[src/rtl/transmissor_medida_pkg.sv]
// Shared definitions for the measurement transmitter: state codes, ASCII
// constants, frame geometry and the BCD-to-ASCII helper.
package transmissor_medida_pkg;

  typedef enum logic [3:0] {
    OCIOSO   = 4'd0,
    INICIO   = 4'd1,
    DADOS    = 4'd2,
    PARIDADE = 4'd3,
    PARADA   = 4'd4,
    FIM      = 4'd5
  } estado_t;

  localparam logic [6:0] ASC_ZERO     = 7'h30;
  localparam logic [6:0] ASC_INTERROG = 7'h3F;
  localparam logic [6:0] ASC_DENTRO   = 7'h44;
  localparam logic [6:0] ASC_FORA     = 7'h46;
  localparam logic [6:0] ASC_FIM      = 7'h23;

  localparam int N_CHARS      = 5;
  localparam int N_BITS_DADOS = 7;

  // Non-decimal nibbles are shown as '?' so a corrupted measurement is visible on the line.
  function automatic logic [6:0] bcd_para_ascii(input logic [3:0] d);
    if (d > 4'd9) return ASC_INTERROG;
    return ASC_ZERO | {3'b000, d};
  endfunction

endpackage

[src/rtl/transmissor_medida_contador_m.sv]
// Bit-period timer: counts 0..M-1 and flags the last cycle of each bit.
module contador_m #(
  parameter int M = 434
) (
  input  logic clock,
  input  logic reset,
  input  logic limpa,
  output logic tick
);

  localparam int W = (M > 1) ? $clog2(M) : 1;

  logic [W-1:0] conta;

  assign tick = (conta == W'(M - 1));

  // Free-running modulo-M counter, restarted by reset or by an explicit clear.
  always_ff @(posedge clock) begin
    if (!reset || limpa) conta <= '0;
    else if (tick)       conta <= '0;
    else                 conta <= conta + 1'b1;
  end

endmodule

[src/rtl/transmissor_medida.sv]
// Sends one latched measurement as a 5-character 7O1 UART frame:
// hundreds, tens, units, status ('D'/'F') and '#'.
//
// state    | meaning
// OCIOSO   | idle, line high, waiting for partida
// INICIO   | start bit (low)
// DADOS    | 7 data bits, LSB first
// PARIDADE | odd parity bit
// PARADA   | stop bit (high); next char or FIM
// FIM      | frame done, pronto for one cycle
module transmissor_medida
  import transmissor_medida_pkg::*;
#(
  parameter int CICLOS_BIT = 434
) (
  input  logic        clock,
  input  logic        reset,
  input  logic        partida,
  input  logic [11:0] medida,
  input  logic        dentro,
  output logic        saida_serial,
  output logic        ocupado,
  output logic        pronto,
  output logic [3:0]  db_estado
);

  estado_t     estado, estado_n;
  logic [2:0]  bit_idx, bit_n;
  logic [2:0]  char_idx, char_n;
  logic [11:0] medida_q;
  logic        dentro_q;
  logic        aceita, limpa, tick;
  logic [6:0]  dado;
  logic        saida_n, ocupado_n, pronto_n;

  assign aceita    = (estado == OCIOSO) && partida;
  assign limpa     = aceita || (estado_n != estado);
  assign db_estado = estado;

  contador_m #(.M(CICLOS_BIT)) u_contador (
    .clock (clock),
    .reset (reset),
    .limpa (limpa),
    .tick  (tick)
  );

  // State and index registers.
  always_ff @(posedge clock) begin
    if (!reset) begin
      estado   <= OCIOSO;
      bit_idx  <= '0;
      char_idx <= '0;
    end else begin
      estado   <= estado_n;
      bit_idx  <= bit_n;
      char_idx <= char_n;
    end
  end

  // Capture the measurement at acceptance so later input changes cannot corrupt the frame.
  always_ff @(posedge clock) begin
    if (!reset) begin
      medida_q <= '0;
      dentro_q <= 1'b0;
    end else if (aceita) begin
      medida_q <= medida;
      dentro_q <= dentro;
    end
  end

  // Next state and next bit/char indices.
  always_comb begin
    estado_n = estado;
    bit_n    = bit_idx;
    char_n   = char_idx;
    case (estado)
      OCIOSO: if (partida) begin
        estado_n = INICIO;
        bit_n    = '0;
        char_n   = '0;
      end
      INICIO: if (tick) begin
        estado_n = DADOS;
        bit_n    = '0;
      end
      DADOS: if (tick) begin
        if (bit_idx == 3'(N_BITS_DADOS - 1)) estado_n = PARIDADE;
        else                                 bit_n    = bit_idx + 1'b1;
      end
      PARIDADE: if (tick) estado_n = PARADA;
      PARADA: if (tick) begin
        if (char_idx == 3'(N_CHARS - 1)) begin
          estado_n = FIM;
        end else begin
          estado_n = INICIO;
          char_n   = char_idx + 1'b1;
        end
      end
      FIM:     estado_n = OCIOSO;
      default: estado_n = OCIOSO;
    endcase
  end

  // Character selected by the upcoming char index.
  always_comb begin
    dado = ASC_FIM;
    case (char_n)
      3'd0:    dado = bcd_para_ascii(medida_q[11:8]);
      3'd1:    dado = bcd_para_ascii(medida_q[7:4]);
      3'd2:    dado = bcd_para_ascii(medida_q[3:0]);
      3'd3:    dado = dentro_q ? ASC_DENTRO : ASC_FORA;
      default: dado = ASC_FIM;
    endcase
  end

  // Output values for the upcoming state; registered below so the line changes with the state.
  always_comb begin
    saida_n   = 1'b1;
    ocupado_n = (estado_n != OCIOSO);
    pronto_n  = (estado_n == FIM);
    case (estado_n)
      INICIO:   saida_n = 1'b0;
      DADOS:    saida_n = dado[bit_n];
      PARIDADE: saida_n = ~^dado;
      default:  saida_n = 1'b1;
    endcase
  end

  // Registered outputs keep the UART line and status flags glitch-free.
  always_ff @(posedge clock) begin
    if (!reset) begin
      saida_serial <= 1'b1;
      ocupado      <= 1'b0;
      pronto       <= 1'b0;
    end else begin
      saida_serial <= saida_n;
      ocupado      <= ocupado_n;
      pronto       <= pronto_n;
    end
  end

endmodule

[config.mk]
export PLATFORM = sky130hd
export DESIGN_NAME = transmissor_medida
export DESIGN_NICKNAME = d
export VERILOG_FILES = /design/src/rtl/transmissor_medida_pkg.sv /design/src/rtl/transmissor_medida_contador_m.sv /design/src/rtl/transmissor_medida.sv
export SDC_FILE = /design/constraint.sdc
export NUM_CORES = 1
export LEC_CHECK = 0
export CAP_MARGIN = 20
export CORE_MARGIN = 5
export CORE_UTILIZATION = 50
export CTS_BUF_LIST = sky130_fd_sc_hd__clkbuf_16
export DETAILED_ROUTE_END_ITERATION = 10
export DONT_BUFFER_PORTS = 1
export PLACE_DENSITY = 0.76
export REMOVE_ABC_BUFFERS = 1
export SLEW_MARGIN = 40
export SYNTH_ARGS = -nofsm -noshare
export SYNTH_HDL_FRONTEND = slang
export SYNTH_SLANG_ARGS = --single-unit
[constraint.sdc]
create_clock -name clock -period 2.5 [get_ports clock]
set_clock_uncertainty 0.1 [all_clocks]
set_input_delay 0.375 -clock clock [delete_from_list [all_inputs] [get_ports clock]]
set_output_delay 0.375 -clock clock [all_outputs]
set_load 0.005 [all_outputs]
Word-level counts from Yosys, hierarchy flattened --
Index checks and enable logic that the tools add are counted.
Storage, ports and cells: register bits after elaboration 35, input port bits 16, output and inout port bits 7, word-level logic and storage cells 74
Cells by class: $add $sub $neg 3, magnitude comparators 4, equal/unequal tests 15, muxes and demuxes 34, reductions and logical operators 9
Operators by type and width (number):
- $mux 7 | 6
- $pmux 7 s4 | 1
- $mux 3 | 8
- $mux 4 | 6
- $pmux 4 s5 | 1
- $eq 4x2->1 const B | 4
- $gt 4x4->1 const B | 3
- $add 9x1->9 const B | 1
- $eq 9x9->1 const B | 1
- $pmux 3 s3 | 1
- $eq 4x1->1 const B | 2
- $eq 4x3->1 const B | 2
- $mux 1 | 7
- $reduce_xnor 7->1 | 1
- $add 3x1->3 const B | 2
- $eq 3x2->1 const B | 2
- $eq 3x3->1 const B | 2
- $pmux 3 s2 | 1
- $logic_not 4->1 | 1
- $lt 3x4->1 const B | 1
- $ne 4x4->1 | 1
- $reduce_bool 4->1 | 1
- $bmux 1 s3 | 1
- $eq 3x1->1 const B | 1
- other kinds (7) | 8

Depth between registers and ports, before layout --
word-level depth 11, gate-level depth with buffers 11, mapped depth without buffers 10

Hierarchy --
From an unflattened synthesis, not the netlist that was laid out.
Unflattened totals: cells, all modules 257, area, all modules 2087.0 µm²
Modules (own cells, without submodules):
- transmissor_medida | instances 1, cells each 211, area each 1666.6 µm², sequential area each 520.5 µm²
- contador_m | instances 1, cells each 46, area each 420.4 µm², sequential area each 180.2 µm²

Worst setup path after synthesis --
OpenSTA, ideal clock, no wires.
kind flip-flop to flip-flop, start register u_contador.conta[1], end register saida_serial, library setup time 88 ps, data arrival time 2520 ps, data required time 2312 ps, setup slack -208 ps, cell stages (with the launch flop) 12, buffers on the path 1, period minus slack after synthesis 2708 ps, cells stage by stage dfxtp_1 inv_1 ha_1 and4_1 clkbuf_1 and3_1 a211oi_1 a2111oi_0 a211oi_1 xnor2_1 xnor3_1 o32ai_2
On the way: word-level cells in the longest chain between the ends 8, elaborated cells between the ends (all ways) 23, classes of those cells eq/ne (7); mux (14); reduce/logical (2)
RTL lines:
- from (decl) | RTL line transmissor_medida_contador_m.sv:13 | logic [W-1:0] conta;
- from (signal assigned) | RTL line transmissor_medida_contador_m.sv:21 | else conta <= conta + 1'b1;
- $eq 9x9->1 * | RTL line transmissor_medida_contador_m.sv:15 | assign tick = (conta == W'(M - 1));
- $mux 3 | RTL line transmissor_medida.sv:91 | PARADA: if (tick) begin
- $pmux 3 s2 | RTL line transmissor_medida.sv:76 | case (estado)
- $eq 3x2->1, or another cell as far along | RTL line transmissor_medida.sv:107 | case (char_n)
- $pmux 7 s4 | RTL line transmissor_medida.sv:107
- $bmux 1 s3 | RTL line transmissor_medida.sv:123 | DADOS: saida_n = dado[bit_n];
- $mux 1 (not written as such) | RTL line transmissor_medida.sv:123
- $pmux 1 s3 * | RTL line transmissor_medida.sv:121 | case (estado_n)
- to (signal assigned) | RTL line transmissor_medida.sv:136 | saida_serial <= saida_n;
- to (decl) | RTL line transmissor_medida.sv:21 | output logic saida_serial,
Every way passes the cells marked *; elsewhere a longest branch is shown, timed or not. The select of a mux whose other input is x is not followed. A chain may end at the register's enable or synchronous reset.

Worst setup path after layout --
start register u_contador.conta[2], end register saida_serial
The elaborated chain is that of the path after synthesis.

==> out/summary.txt <==
Total Die Area -> 0.005511 mm²
DIE HEIGHT -> 74.24 µm
Reg power frac -> 47.0%
Top cell type's share of synthesized area -> 33.96%
Clock slew at reported path FFs -> 0.05 ns
Drt pass-1 iters -> 5
Warnings from Yosys -> 0
Later-pin clock latency in the skew report -> 0.27 ns
Gr ovfl total -> 0
Detailed placement HPWL -> 4060 µm
Nets@finish -> 336
Root buffer cell -> clkbuf_16
Avg Synthesized Cell Area -> 7.875 µm²
DRC -> 0
Combinational share of power -> 8.4%
Port bufs -> 0
Final WL -> 5596 µm
Hold WS -> 0.1356 ns
Unrepaired setup endpoints after global routing -> yes
Seq. cell area -> 700.7 µm²
H-tree levels -> 2
Final setup viols -> 1
Initial Utilization -> 51.58%
Placed Area -> 0.002482 mm²
Post-Place Setup Slack -> -0.2882 ns
Routability cong. -> 0.8773
Critical path class -> reg -> reg
Number of enable flip-flop cells after synthesis -> 0
Largest net degree at the start of global routing -> 21
Chip width -> 74.24 µm
Area growth, synth to finish -> 29.29%
Avg WL per Cell -> 15.42 µm
First-pass GRT wire length -> 9149 µm
Fillers -> 331
Mapped Area -> 0.002063 mm²
Overall track demand over capacity in global routing -> 21.75%
#FFs+latches synth -> 35
Asr flop ratio synth -> 0%
PwrDens -> 466.8 mW/mm²
Slew margin rel. -> 65.01%
Failing checks -> negative setup slack
Post-Syn Instances -> 262
CP max stage delay -> 0.58 ns
CP Capture Type -> flip-flop
CP Data Arrival Time -> 2.80 ns
Max Cap Viol -> 0
Net Sw Frac -> 21.83%
DRT iter0 DRCs -> 152
Clock power share -> 44.6%
# IOs -> 23
Leading area contributor after synthesis -> dfxtp_1
Sequential share of the synthesized area -> 33.96%
Sw power -> 0.2718 mW
Sink Count -> 35
Yosys cell types -> 55
Vias/cell -> 5.799
Slowest CP cell -> or4b_4
Crit-path cells -> or4b_4 > nor4_4 > buf_4 > o21ai_1 > a32oi_2 > xnor3_1 > o32ai_2
# rows -> 23
Pleak -> 1.096 nW
Fmax -> 367.5 MHz
Status -> complete, but fails checks
Slew Limit Fails -> 0
CTS tree -> yes
Tcrit/Tclk final -> 108.9%
CORE AREA -> 0.004000 mm²
Hold Buf Count CTS -> 0
CTS max path bufs -> 2
Initial antenna violation count -> 0
Worst-margin pin slew -> 0.5193 ns
Top cells by area, synth -> dfxtp_1 34%, nand2_1 8.7%, nor2_1 5.8%, a21oi_1 4.9%, ha_1 3.6%
Setup WS post-layout -> -0.2214 ns
Layout cell share with drive strength beyond 1 -> 26.52%
Antenna Cells -> 0
Post-layout instance area -> 0.002668 mm²
Hold crit path type -> in -> reg
Footprint of the multi-input gates -> 0.001295 mm²
Top_reg_cell synth -> dfxtp_1
Crit path max-delay family -> simple AND/OR/NAND/NOR gates
Int Pwr -> 0.9734 mW
Inserted Clock Buffers -> 5
Hold violation count in the final report -> 0
Vias in the first global route -> 2002
Via count -> 2105
Critical path launch point type -> flip-flop
Maximum fanout along the worst path -> 7
Worst VDD drop -> 0.4268 mV
Fin crit period -> 2.721 ns
ANT nets after route -> 0
Worst path required time -> 2.58 ns
Crit path buf inv count -> 1
[logic make-up after synthesis]
family / Yosys count / share of synthesized area [%]
AND/OR/NAND/NOR: 122 / 28.81
AO/OA/AOI/OAI: 62 / 22.86
flip-flops: 35 / 33.96
buffers and inverters: 26 / 5.640
XOR/XNOR: 10 / 4.912
adder cells (fa/ha/maj): 6 / 3.638
other: 1 / 0.1818
[Yosys cell counts, drive strengths merged, types with 2 or more instances]
cell	instances
and3	2
a2111oi	3
and2	2
inv	14
nand2b	3
or2	2
a41oi	3
o211ai	2
nor2b	3
buf	5
clkbuf	7
and4	2
o2111ai	2
a211oi	8
dfxtp	35
ha	6
a21oi	21
or4b	2
nand4	6
o21ai	7
nand2	49
a311oi	2
nor2	32
nor3	6
nor4b	2
xor2	3
a32oi	3
o41ai	2
xnor2	6
nand3	8
[path summary, 6_finish.rpt]
check	start	endpoint	slack, ns	depth (start not counted)
hold reg to reg	dentro_q	dentro_q	0.36	2
setup reg to reg	u_contador.conta[2]	saida_serial	-0.22	7
setup / recovery	u_contador.conta[2]	saida_serial	-0.22	7
hold / removal	medida[5]	medida_q[5]	0.14	2
[metrics by stage]
| stage | utilization [%] | power (mW) | std cells | TNS, ns |
|---|---|---|---|---|
| after detailed placement | 62.06 | 0.6956 | 356 | -0.3584 |
| after floorplan | - | 0.6567 | 250 | -0.3385 |
| after global placement | 62.06 | 0.6927 | 356 | -0.1667 |
| after global routing | 66.69 | 1.292 | 363 | -0.3763 |
| final | 66.69 | 1.245 | 363 | -0.2214 |
| after CTS | 65.81 | 1.252 | 362 | -0.2130 |
[routing by layer]
layer / global-route usage, % / vias to the layer above / wire, µm
met5: 0 / - / 0
met4: 9.881 / 0 / 183
met3: 5.946 / 22 / 353
met2: 35.04 / 82 / 2661
met1: 27.12 / 974 / 2397
li1: - / 1027 / -
[flip-flops by register name, indices dropped and copies added, names as in the netlist]
name              cells
saida_serial          1
bit_idx               3
dentro_q              1
pronto                1
ocupado               1
char_idx              3
u_contador.conta      9
medida_q             12
db_estado             4
[cell usage in the layout, fill, tap and decap left out, types with 6 or more instances in the layout]
cell | Yosys | final
nand2_1 | 48 | 48
inv_1 | 14 | 15
o21ai_0 | 6 | 6
nor3_1 | 6 | 6
ha_1 | 6 | 6
nand3_1 | 8 | 8
nand4_1 | 6 | 6
nor2_1 | 32 | 32
xnor2_1 | 6 | 6
buf_4 | 0 | 57
dfxtp_1 | 35 | 35
a21oi_1 | 20 | 20
[area by class of cell]
class / count / share of cell area [%]
Clock buffer: 5 / 4.690
Multi-Input combinational cell: 201 / 48.55
Timing Repair Buffer: 57 / 16.04
Inverter: 14 / 1.970
Clock inverter: 1 / 0.1407
Tap cell: 50 / 2.345
Sequential cell: 35 / 26.27
[repair_timing]
action | CTS | global route
gates resized for setup | 5 | 4
endpoints found under the setup margin | 4 | 10
setup buffers | 0 | 1
pin swaps | 4 | 1
[power groups by stage]
stage	logic, mW	clock network [mW]	registers [mW]
final	0.105	0.555	0.585
after global routing	0.117	0.589	0.587
after floorplan	0.0601	0	0.597
after CTS	0.102	0.564	0.585
after detailed placement	0.0992	0	0.596
after global placement	0.0974	0	0.595
Note: power is estimated with default switching activity, not from simulation.
